## config.mk

```make
export PLATFORM = sky130hd
export DESIGN_NAME = band_thresh
export DESIGN_NICKNAME = d
export VERILOG_FILES = /design/src/rtl/band_thresh.sv
export SDC_FILE = /design/constraint.sdc
export NUM_CORES = 1
export LEC_CHECK = 0
export ABC_AREA = 0
export ABC_CLOCK_PERIOD_IN_PS = 11100
export CAP_MARGIN = 20
export CORE_MARGIN = 2
export CORE_UTILIZATION = 40
export CTS_BUF_LIST = sky130_fd_sc_hd__clkbuf_4 sky130_fd_sc_hd__clkbuf_8 sky130_fd_sc_hd__clkbuf_16
export DETAILED_ROUTE_END_ITERATION = 6
export GPL_TIMING_DRIVEN = 0
export PLACE_DENSITY_LB_ADDON = 0.08
export SYNTH_ARGS = -nofsm -noshare
export SYNTH_HDL_FRONTEND = slang
export SYNTH_SLANG_ARGS = --single-unit
```

## constraint.sdc

```tcl
create_clock -name iClk -period 11.1 [get_ports iClk]
set_input_delay 3.33 -clock iClk [delete_from_list [all_inputs] [get_ports iClk]]
set_output_delay 3.33 -clock iClk [all_outputs]
set_load 0.05 [all_outputs]
```

## src/rtl/band_thresh.sv

```systemverilog
// Multi-band video binariser: per-band thresholds latched at start of frame,
// hard or ramped band transitions, and a per-frame white-pixel count.
module band_thresh #(
  parameter int PIX_W          = 8,
  parameter int COORD_W        = 16,
  parameter int BANDS          = 4,
  parameter int BAND_ROWS_LOG2 = 7,
  parameter int CNT_W          = 20
) (
  input  logic                     iClk,
  input  logic                     iRst_n,
  input  logic [PIX_W-1:0]         iGray,
  input  logic                     iValid,
  input  logic [COORD_W-1:0]       iX_Cont,
  input  logic [COORD_W-1:0]       iY_Cont,
  input  logic [BANDS*PIX_W-1:0]   iThresh,
  input  logic [1:0]               iMode,
  output logic [PIX_W-1:0]         oPixel,
  output logic                     oValid,
  output logic [PIX_W-1:0]         oThresh,
  output logic [CNT_W-1:0]         oWhiteCnt,
  output logic                     oFrameDone
);

  localparam int K_W    = $clog2(BANDS);
  localparam int PROD_W = PIX_W + BAND_ROWS_LOG2 + 2;

  localparam logic [K_W-1:0]     LAST_K    = K_W'(BANDS - 1);
  localparam logic [COORD_W-1:0] LAST_BAND = COORD_W'(BANDS - 1);
  localparam logic [CNT_W-1:0]   CNT_MAX   = '1;
  localparam logic [PIX_W-1:0]   PIX_ONES  = '1;

  localparam logic [1:0] MODE_HARD = 2'b00;
  localparam logic [1:0] MODE_RAMP = 2'b01;
  localparam logic [1:0] MODE_BYP  = 2'b10;
  localparam logic [1:0] MODE_INV  = 2'b11;

  // Base plus floor(delta*off / 2^BAND_ROWS_LOG2); the result always lies
  // between the two band thresholds, so the truncation back to PIX_W is exact.
  function automatic logic [PIX_W-1:0] rampThresh(
    input logic [PIX_W-1:0]          base,
    input logic signed [PIX_W:0]     d,
    input logic [BAND_ROWS_LOG2-1:0] off
  );
    logic signed [PROD_W-1:0] dExt;
    logic signed [PROD_W-1:0] offExt;
    logic signed [PROD_W-1:0] prod;
    logic signed [PROD_W-1:0] sum;
    dExt   = PROD_W'(d);
    offExt = PROD_W'($signed({1'b0, off}));
    prod   = dExt * offExt;
    sum    = PROD_W'($signed({1'b0, base})) + (prod >>> BAND_ROWS_LOG2);
    return sum[PIX_W-1:0];
  endfunction

  function automatic logic [PIX_W-1:0] binarise(
    input logic [PIX_W-1:0] gray,
    input logic [PIX_W-1:0] thr,
    input logic [1:0]       mode
  );
    logic ge;
    ge = (gray >= thr);
    case (mode)
      MODE_BYP: return gray;
      MODE_INV: return ge ? '0 : PIX_ONES;
      default:  return ge ? PIX_ONES : '0;
    endcase
  endfunction

  function automatic logic isWhite(
    input logic [PIX_W-1:0] gray,
    input logic [PIX_W-1:0] thr,
    input logic [1:0]       mode,
    input logic [PIX_W-1:0] pix
  );
    return (mode == MODE_BYP) ? (gray >= thr) : (pix == PIX_ONES);
  endfunction

  function automatic logic [CNT_W-1:0] satInc(input logic [CNT_W-1:0] cnt);
    return (cnt == CNT_MAX) ? cnt : cnt + 1'b1;
  endfunction

  logic [BANDS*PIX_W-1:0]   shadowT;
  logic                     sof;
  logic [BANDS*PIX_W-1:0]   tEff;
  logic [COORD_W-1:0]       yBand;
  logic [K_W-1:0]           band;
  logic [K_W-1:0]           bandNext;
  logic [PIX_W-1:0]         tLo;
  logic [PIX_W-1:0]         tHi;
  logic signed [PIX_W:0]    delta;

  logic                      vld_p1, sof_p1;
  logic [1:0]                mode_p1;
  logic [PIX_W-1:0]          gray_p1, tLo_p1;
  logic signed [PIX_W:0]     delta_p1;
  logic [BAND_ROWS_LOG2-1:0] r_p1;

  logic                      vld_p2, sof_p2;
  logic [1:0]                mode_p2;
  logic [PIX_W-1:0]          gray_p2, thresh_p2;

  logic [PIX_W-1:0]          pixOut;
  logic                      white;
  logic [CNT_W-1:0]          whiteCnt;
  logic                      seen;

  // ---- stage 1: SOF detect, shadow select, band decode, threshold select ----
  always_comb begin
    sof      = iValid && (iX_Cont == '0) && (iY_Cont == '0);
    tEff     = sof ? iThresh : shadowT;
    yBand    = iY_Cont >> BAND_ROWS_LOG2;
    band     = (yBand >= LAST_BAND) ? LAST_K : yBand[K_W-1:0];
    bandNext = band + 1'b1;
    tLo      = '0;
    tHi      = '0;
    for (int b = 0; b < BANDS; b++) begin
      if (band == K_W'(b))
        tLo = tEff[b*PIX_W +: PIX_W];
      if ((band != LAST_K) && (bandNext == K_W'(b)))
        tHi = tEff[b*PIX_W +: PIX_W];
    end
    delta = '0;
    if ((iMode == MODE_RAMP) && (band != LAST_K))
      delta = $signed({1'b0, tHi}) - $signed({1'b0, tLo});
  end

  always_ff @(posedge iClk) begin
    if (!iRst_n) begin
      shadowT <= '0;
      vld_p1  <= 1'b0;
      sof_p1  <= 1'b0;
      vld_p2  <= 1'b0;
      sof_p2  <= 1'b0;
    end else begin
      if (sof)
        shadowT <= iThresh;
      vld_p1 <= iValid;
      sof_p1 <= sof;
      vld_p2 <= vld_p1;
      sof_p2 <= sof_p1;
    end
  end

  always_ff @(posedge iClk) begin
    if (iValid) begin
      gray_p1  <= iGray;
      mode_p1  <= iMode;
      tLo_p1   <= tLo;
      delta_p1 <= delta;
      r_p1     <= iY_Cont[BAND_ROWS_LOG2-1:0];
    end
  end

  // ---- stage 2: ramp multiply-add ----
  always_ff @(posedge iClk) begin
    if (vld_p1) begin
      gray_p2   <= gray_p1;
      mode_p2   <= mode_p1;
      thresh_p2 <= rampThresh(tLo_p1, delta_p1, r_p1);
    end
  end

  // ---- stage 3: compare, output register, frame statistics ----
  always_comb begin
    pixOut = binarise(gray_p2, thresh_p2, mode_p2);
    white  = isWhite(gray_p2, thresh_p2, mode_p2, pixOut);
  end

  always_ff @(posedge iClk) begin
    if (!iRst_n) begin
      oValid     <= 1'b0;
      oPixel     <= '0;
      oThresh    <= '0;
      oWhiteCnt  <= '0;
      oFrameDone <= 1'b0;
      whiteCnt   <= '0;
      seen       <= 1'b0;
    end else begin
      oValid     <= vld_p2;
      oFrameDone <= 1'b0;
      if (vld_p2) begin
        oPixel  <= pixOut;
        oThresh <= thresh_p2;
        if (sof_p2) begin
          // The first frame after reset is partial, so its count is never reported.
          if (seen) begin
            oWhiteCnt  <= whiteCnt;
            oFrameDone <= 1'b1;
          end
          whiteCnt <= white ? CNT_W'(1) : '0;
          seen     <= 1'b1;
        end else if (seen && white) begin
          whiteCnt <= satInc(whiteCnt);
        end
      end
    end
  end

endmodule

```

==> results of run 1 <==
-- path summary, 6_finish.rpt --
check | startpoint | depth (start not counted) | endpoint
setup / recovery | iY_Cont[1] | 18 | delta_p1[8]
hold / removal | gray_p1[2] | 0 | gray_p2[2]
setup reg to reg | r_p1[4] | 20 | thresh_p2[7]
hold reg to reg | gray_p1[2] | 0 | gray_p2[2]
-- state kept, by name (all words and copies together), names as in the netlist, 2 cells and up --
register	flops
shadowT	32
oWhiteCnt	20
whiteCnt	20
delta_p1	9
gray_p1	8
gray_p2	8
oPixel	8
oThresh	8
tLo_p1	8
thresh_p2	8
r_p1	7
mode_p1	2
mode_p2	2
-- layout by cell type (no fill, tap or decap), types with 5 or more instances in the layout --
| master | instances |
|---|---|
| a211oi_1 | 9 |
| a21boi_0 | 50 |
| a21o_1 | 5 |
| a21oi_1 | 50 |
| and2_1 | 52 |
| buf_2 | 5 |
| clkbuf_1 | 30 |
| clkbuf_16 | 18 |
| clkdlybuf4s50_1 | 112 |
| dfxtp_1 | 95 |
| edfxtp_1 | 52 |
| fa_1 | 47 |
| ha_1 | 51 |
| inv_1 | 95 |
| mux2i_1 | 24 |
| nand2_1 | 154 |
| nand3_1 | 6 |
| nand4_1 | 8 |
| nor2_1 | 48 |
| nor2b_1 | 14 |
| nor3_1 | 15 |
| nor4_1 | 6 |
| o21ai_0 | 39 |
| o221ai_1 | 7 |
| or3_1 | 10 |
| xnor2_1 | 22 |
| xor2_1 | 5 |
-- through the flow --
stage          power [W]  worst slack, ps  hold WS [ps]  instance area (sq um)  std cells
3_3_place_gp     0.00147             2150           404                  10400       1346
5_1_grt          0.00223             3080           433                  11000       1378
4_1_cts          0.00208             3370           424                  11000       1378
2_1_floorplan    0.00131             4670           400                   8920        953
6_report         0.00206             3350           423                  11000       1378
3_5_place_dp     0.00148             2930           407                  10400       1346
-- routing by layer --
metal,up-vias,GRT usage (%)
li1,3461,-
met1,3228,24.7
met2,135,29.9
met3,24,3.54
met4,2,5.72
met5,-,0
-- kinds of logic (layout without fill, tap and decap cells) --
family / after synthesis / in the layout / share of synthesized area (%)
buffers and inverters: 134 / 279 / 5.90
muxes: 24 / 24 / 2.69
adders and majority gates: 98 / 98 / 17.7
and+or+nand+nor: 341 / 341 / 18.8
DFF: 147 / 147 / 38.8
xor gates and xnor gates: 28 / 28 / 2.96
AOI/OAI and AO/OA: 181 / 181 / 13.2
-- power by group --
| group | total (W) | switching [W] | internal, W |
|---|---|---|---|
| registers | 0.000653 | 0.0000221 | 0.000631 |
| logic | 0.000814 | 0.000426 | 0.000388 |
| clock network | 0.000591 | 0.000250 | 0.000341 |
-- synthesized netlist by cell type (all sizes together), types with 4 or more instances --
cell type	instances	share of area, %
a21boi	54	4.5
o221ai	7	0.69
a21o	5	0.42
nor3	16	0.95
a211oi	10	0.90
nand2b	4	0.28
nand3	6	0.34
nand2	154	6.5
nor2b	14	0.98
a21oi	51	3.0
ha	51	7.2
dfxtp	95	21
buf	9	0.65
clkbuf	30	1.3
nor4	7	0.66
edfxtp	52	17
or3	14	1.0
and3	4	0.29
inv	95	4.0
nor2	49	2.1
mux2i	24	2.7
xor2	6	0.80
nand4	11	1.1
o21ai	40	2.3
fa	47	11
xnor2	22	2.2
and2	53	3.7
-- final cells by class --
cell class / count / area share, %
flip-flops and latches: 147 / 31.5
plain buffers: 39 / 1.55
well taps: 280 / 3.19
clock inverters: 11 / 1.04
inverters: 95 / 3.24
repair buffers: 113 / 10.2
clock buffers: 21 / 4.41
multi-input cells: 672 / 44.9
==> results.cfg, run 1 <==
[hold_path]
hold_path_class = flip-flop to flip-flop

[clock_network]
ctsLongestPathBuffers = 2
htreeDepth = 4
cts_root_buf = clkbuf_16
clk_pin_slew_worst_paths_ps = 70
cts-resized-gates = 0
post-cts-setup-buffers = 0
clock-sinks = 147
clk_latency_ps = 440
postCtsHoldBufs = 0
cts_buffers = 17
cts_tree = built

[synth]
synth-edff-count = 52
ys_seq_area_share_pct = 38.8
yosys_register_bits = 147
avgSynthCellArea_sq_um = 9.36
netlist_area_sq_um = 8920
syn_inst = 953
yosysWarnings = 0
synth_ff_type = dfxtp_1
syn-num-nets = 1128
async_flop_share_pct = 0
synth.distinct_cells = 58

[setup_path]
path_buf_inv = 3
cp_top_family = simple AND/OR/NAND/NOR gates
timing.setup.critical_path_class = primary input to flip-flop
r2r_slack_ps = 5420
required_ps = 11350
end_kind = flip-flop
cp_cell_sequence = clkdlybuf4s50_1, nor4_1, nand4_1, nor2_4, buf_4, mux2i_1, a211oi_1, o21ai_0, ha_1, inv_1, fa_1, nand2_1, nand2_1, a21oi_1, o21bai_1, a21oi_1, o21bai_1, a211oi_1
slowest_delay_ps = 700
cp-start-kind = primary input
cp_slowest_cell = nor4_1
worst-path-max-fanout = 10
worstPathArrival_ps = 8000

[drt]
wl_met2_um = 9940
first_iter_violations = 365
wl_per_cell_um = 15.3
dr_wl_met3_um = 945
via_per_inst = 4.97
via_count = 6850
routed_wl_um = 21000
drtAntennaViolNets = 0
met1_length_um = 9780
dr.pass1.iters = 5
highest_layer = met5
drc = 0

[sta]
rsz0062_at_grt = false
hold_viol = 0
setup_violations = 0
slew_violations = 0
clock.fmax_mhz = 129
period_minus_slack_ps = 7750
max_slew.worst_pin.slew_ps = 872
skew_ps = 13.6
relSlewSlack_pct = 41.8
setup_tns_ps = 0
post-route-period-util_pct = 69.9

[layout]
drive_above_1_share_pct = 5.19
post-route-util_pct = 50.2
syn2layout_area_growth_pct = 23.3
multiInputGateArea_sq_um = 4930
antennaDiodeCount = 0
nFillCells = 2141
fin_nets = 1260
ff_latch_area_sq_um = 3460

[grt]
grt.total_usage_pct = 18.3
grt_pass1_wl_um = 34500
grt_pass1_vias = 6863
grt_antenna_before_repair = 1
grt_max_degree = 37
grt_overflow = 0

[run_status]
run_status = completed

[pwr]
p_per_area_nw_per_um2 = 187
irDropWorstVdd_mv = 0.147
p_leak_nw = 4.22

[die]
rows = 54
die_w_um = 153
die_h_um = 153
io_pins = 115
initial_utilization_pct = 40.8
dieArea_sq_um = 23500
core-area_sq_um = 21900

[placement]
io_buffers = 113
hpwl_um = 16000
globalplace.congestion = 0.887

[run]
maxCapViolCount = 0
Power figures use the tool's default switching activity.
==> inputs of run 2 (changes only) <==
Settings changed: ABC_CLOCK_PERIOD_IN_PS 11100 to 6500.
Clock period 11.1 ns to 6.5 ns, I/O delays scaled along.
==> run 2 against run 1 <==
- cell count did not move
- sequential cell count did not move
- routed wire length barely moved
- total power rose by 71%
- die area did not move
- first-iteration DRC count fell by 1.9%
==> results.cfg, run 2 (synthesized netlist as in run 1, its figures left out) <==
[run_status]
run_status = completed

[layout]
layout_commonest_cell = nand2_1
antennaDiodeCount = 0
fin_nets = 1260
final_cell_mix = nand2_1, clkdlybuf4s50_1, inv_1, dfxtp_1
nFillCells = 2140
largest_register_ffs = 32
post-route-util_pct = 50.3
top_regs = shadowT (32), oWhiteCnt (20), whiteCnt (20)
regMostFlops = shadowT
drive_above_1_share_pct = 5.28
syn2layout_area_growth_pct = 23.3

[placement]
globalplace.congestion = 0.887
dp_slack_ps = -291
io_buffers = 113
hpwl_um = 16000

[run]
maxCapViolCount = 0

[pwr]
finalPower_w = 0.00351
p_leak_nw = 4.22
p_per_area_nw_per_um2 = 319
irDropWorstVdd_mv = 0.250

[setup_path]
cp_cell_sequence = clkdlybuf4s50_1, nor4_2, nand4_1, nor2_4, buf_4, mux2i_1, a211oi_1, o21ai_0, ha_1, inv_1, fa_1, nand2_1, nand2_1, a21oi_1, o21bai_1, a21oi_1, o21bai_1, a211oi_1
path_buf_inv = 3
r2r_slack_ps = 820
worstPathArrival_ps = 6350
timing.setup.critical_path_class = primary input to flip-flop
end_kind = flip-flop
cp_top_family = simple AND/OR/NAND/NOR gates
cp-start-kind = primary input
worst-path-max-fanout = 10
required_ps = 6750
cp_slowest_cell = nor4_2
slowest_delay_ps = 500

[hold_path]
hold_path_class = flip-flop to flip-flop

[grt]
grt_max_degree = 37
grt_overflow = 0
grt_antenna_before_repair = 1
grt.total_usage_pct = 18.3
grt_pass1_vias = 6863
grt_pass1_wl_um = 34500

[clock_network]
cts_root_buf = clkbuf_16
cts_buffers = 17
ctsLongestPathBuffers = 2
clk_latency_ps = 430
post-cts-setup-buffers = 0
htreeDepth = 4
clk_pin_slew_worst_paths_ps = 70
cts_tree = built
postCtsHoldBufs = 0
clock-sinks = 147

[drt]
via_count = 6869
routed_wl_um = 21000
via_per_inst = 4.98
drc = 0
drtAntennaViolNets = 0
dr.pass1.iters = 5
first_iter_violations = 358
wl_per_cell_um = 15.3

[die]
initial_utilization_pct = 40.8
die_w_um = 153
io_pins = 115
core-area_sq_um = 21900
die_h_um = 153
rows = 54
dieArea_sq_um = 23500

[sta]
slew_violations = 0
whs_ps = 423
post-route-period-util_pct = 94.0
relSlewSlack_pct = 41.9
hold_viol = 0
rsz0062_at_grt = false
setup_violations = 0
clock.fmax_mhz = 164
period_minus_slack_ps = 6110
skew_ps = 15.0
final.setup.worst_slack_ps = 393
max_slew.worst_pin.slew_ps = 871
setup_tns_ps = 0
==> run 2: cell counts in the layout (fill, tap and decap cells not counted) <==
Identical to the previous run, type by type.
==> run 2: final cells by class <==
| class | instances | area [sq um] | area share [%] |
|---|---|---|---|
| Buffer | 39 | 170 | 1.55 |
| Clock inverter | 11 | 114 | 1.03 |
| Inverter | 95 | 357 | 3.24 |
| Timing Repair Buffer | 113 | 1130 | 10.2 |
| Tap cell | 280 | 350 | 3.18 |
| Multi-Input combinational cell | 672 | 4940 | 44.9 |
| Clock buffer | 21 | 485 | 4.41 |
| Sequential cell | 147 | 3460 | 31.5 |
==> run 2: what timing repair did <==
action / CTS / global route
endpoints found under the setup margin: 0 / 2
resized for setup: 0 / 1
endpoints found under the hold margin: 0 / 0
==> run 2: path summary, 6_finish.rpt <==
kind / start / endpoint / cells after the start
setup / recovery: iY_Cont[1] / delta_p1[8] / 18
hold / removal: gray_p1[2] / gray_p2[2] / 0
hold reg to reg: gray_p1[2] / gray_p2[2] / 0
setup reg to reg: r_p1[4] / thresh_p2[7] / 20
==> run 2: through the flow <==
stage / instance area [sq um] / instances
after floorplan: 8920 / 953
after global placement: 10400 / 1346
after detailed placement: 10400 / 1346
after CTS: 11000 / 1378
after global routing: 11000 / 1378
final: 11000 / 1378
==> run 2: worst register-to-register path: cells and delay by family (launching register included) <==
| kind | cells | cell delay, ps |
|---|---|---|
| adder cells (fa/ha/maj) | 6 | 2760 |
| AO/OA/AOI/OAI | 7 | 1300 |
| AND/OR/NAND/NOR | 3 | 400 |
| buffers and inverters | 2 | 360 |
| flip-flops | 1 | 320 |
| XOR/XNOR | 2 | 290 |
==> run 2: metal layers <==
metal | wire length [um] | GRT usage [%]
met5 | 12 | 0
met3 | 918 | 3.54
met1 | 9840 | 24.7
met4 | 303 | 5.72
met2 | 9970 | 29.9
==> run 2: power breakdown <==
part | internal [W] | leakage, nW | total [W] | switching [W]
Clock | 0.000583 | 0.296 | 0.00101 | 0.000424
Sequential | 0.00108 | 1.26 | 0.00112 | 0.0000377
Combinational | 0.000662 | 2.66 | 0.00139 | 0.000725
Total | 0.00232 | 4.22 | 0.00351 | 0.00119
==> inputs of run 3 (changes only) <==
Settings changed: HOLD_SLACK_MARGIN set to 0.03.
==> results of run 3 <==
Same layout as run 2: the final DEF is identical, and so are final timing and power.
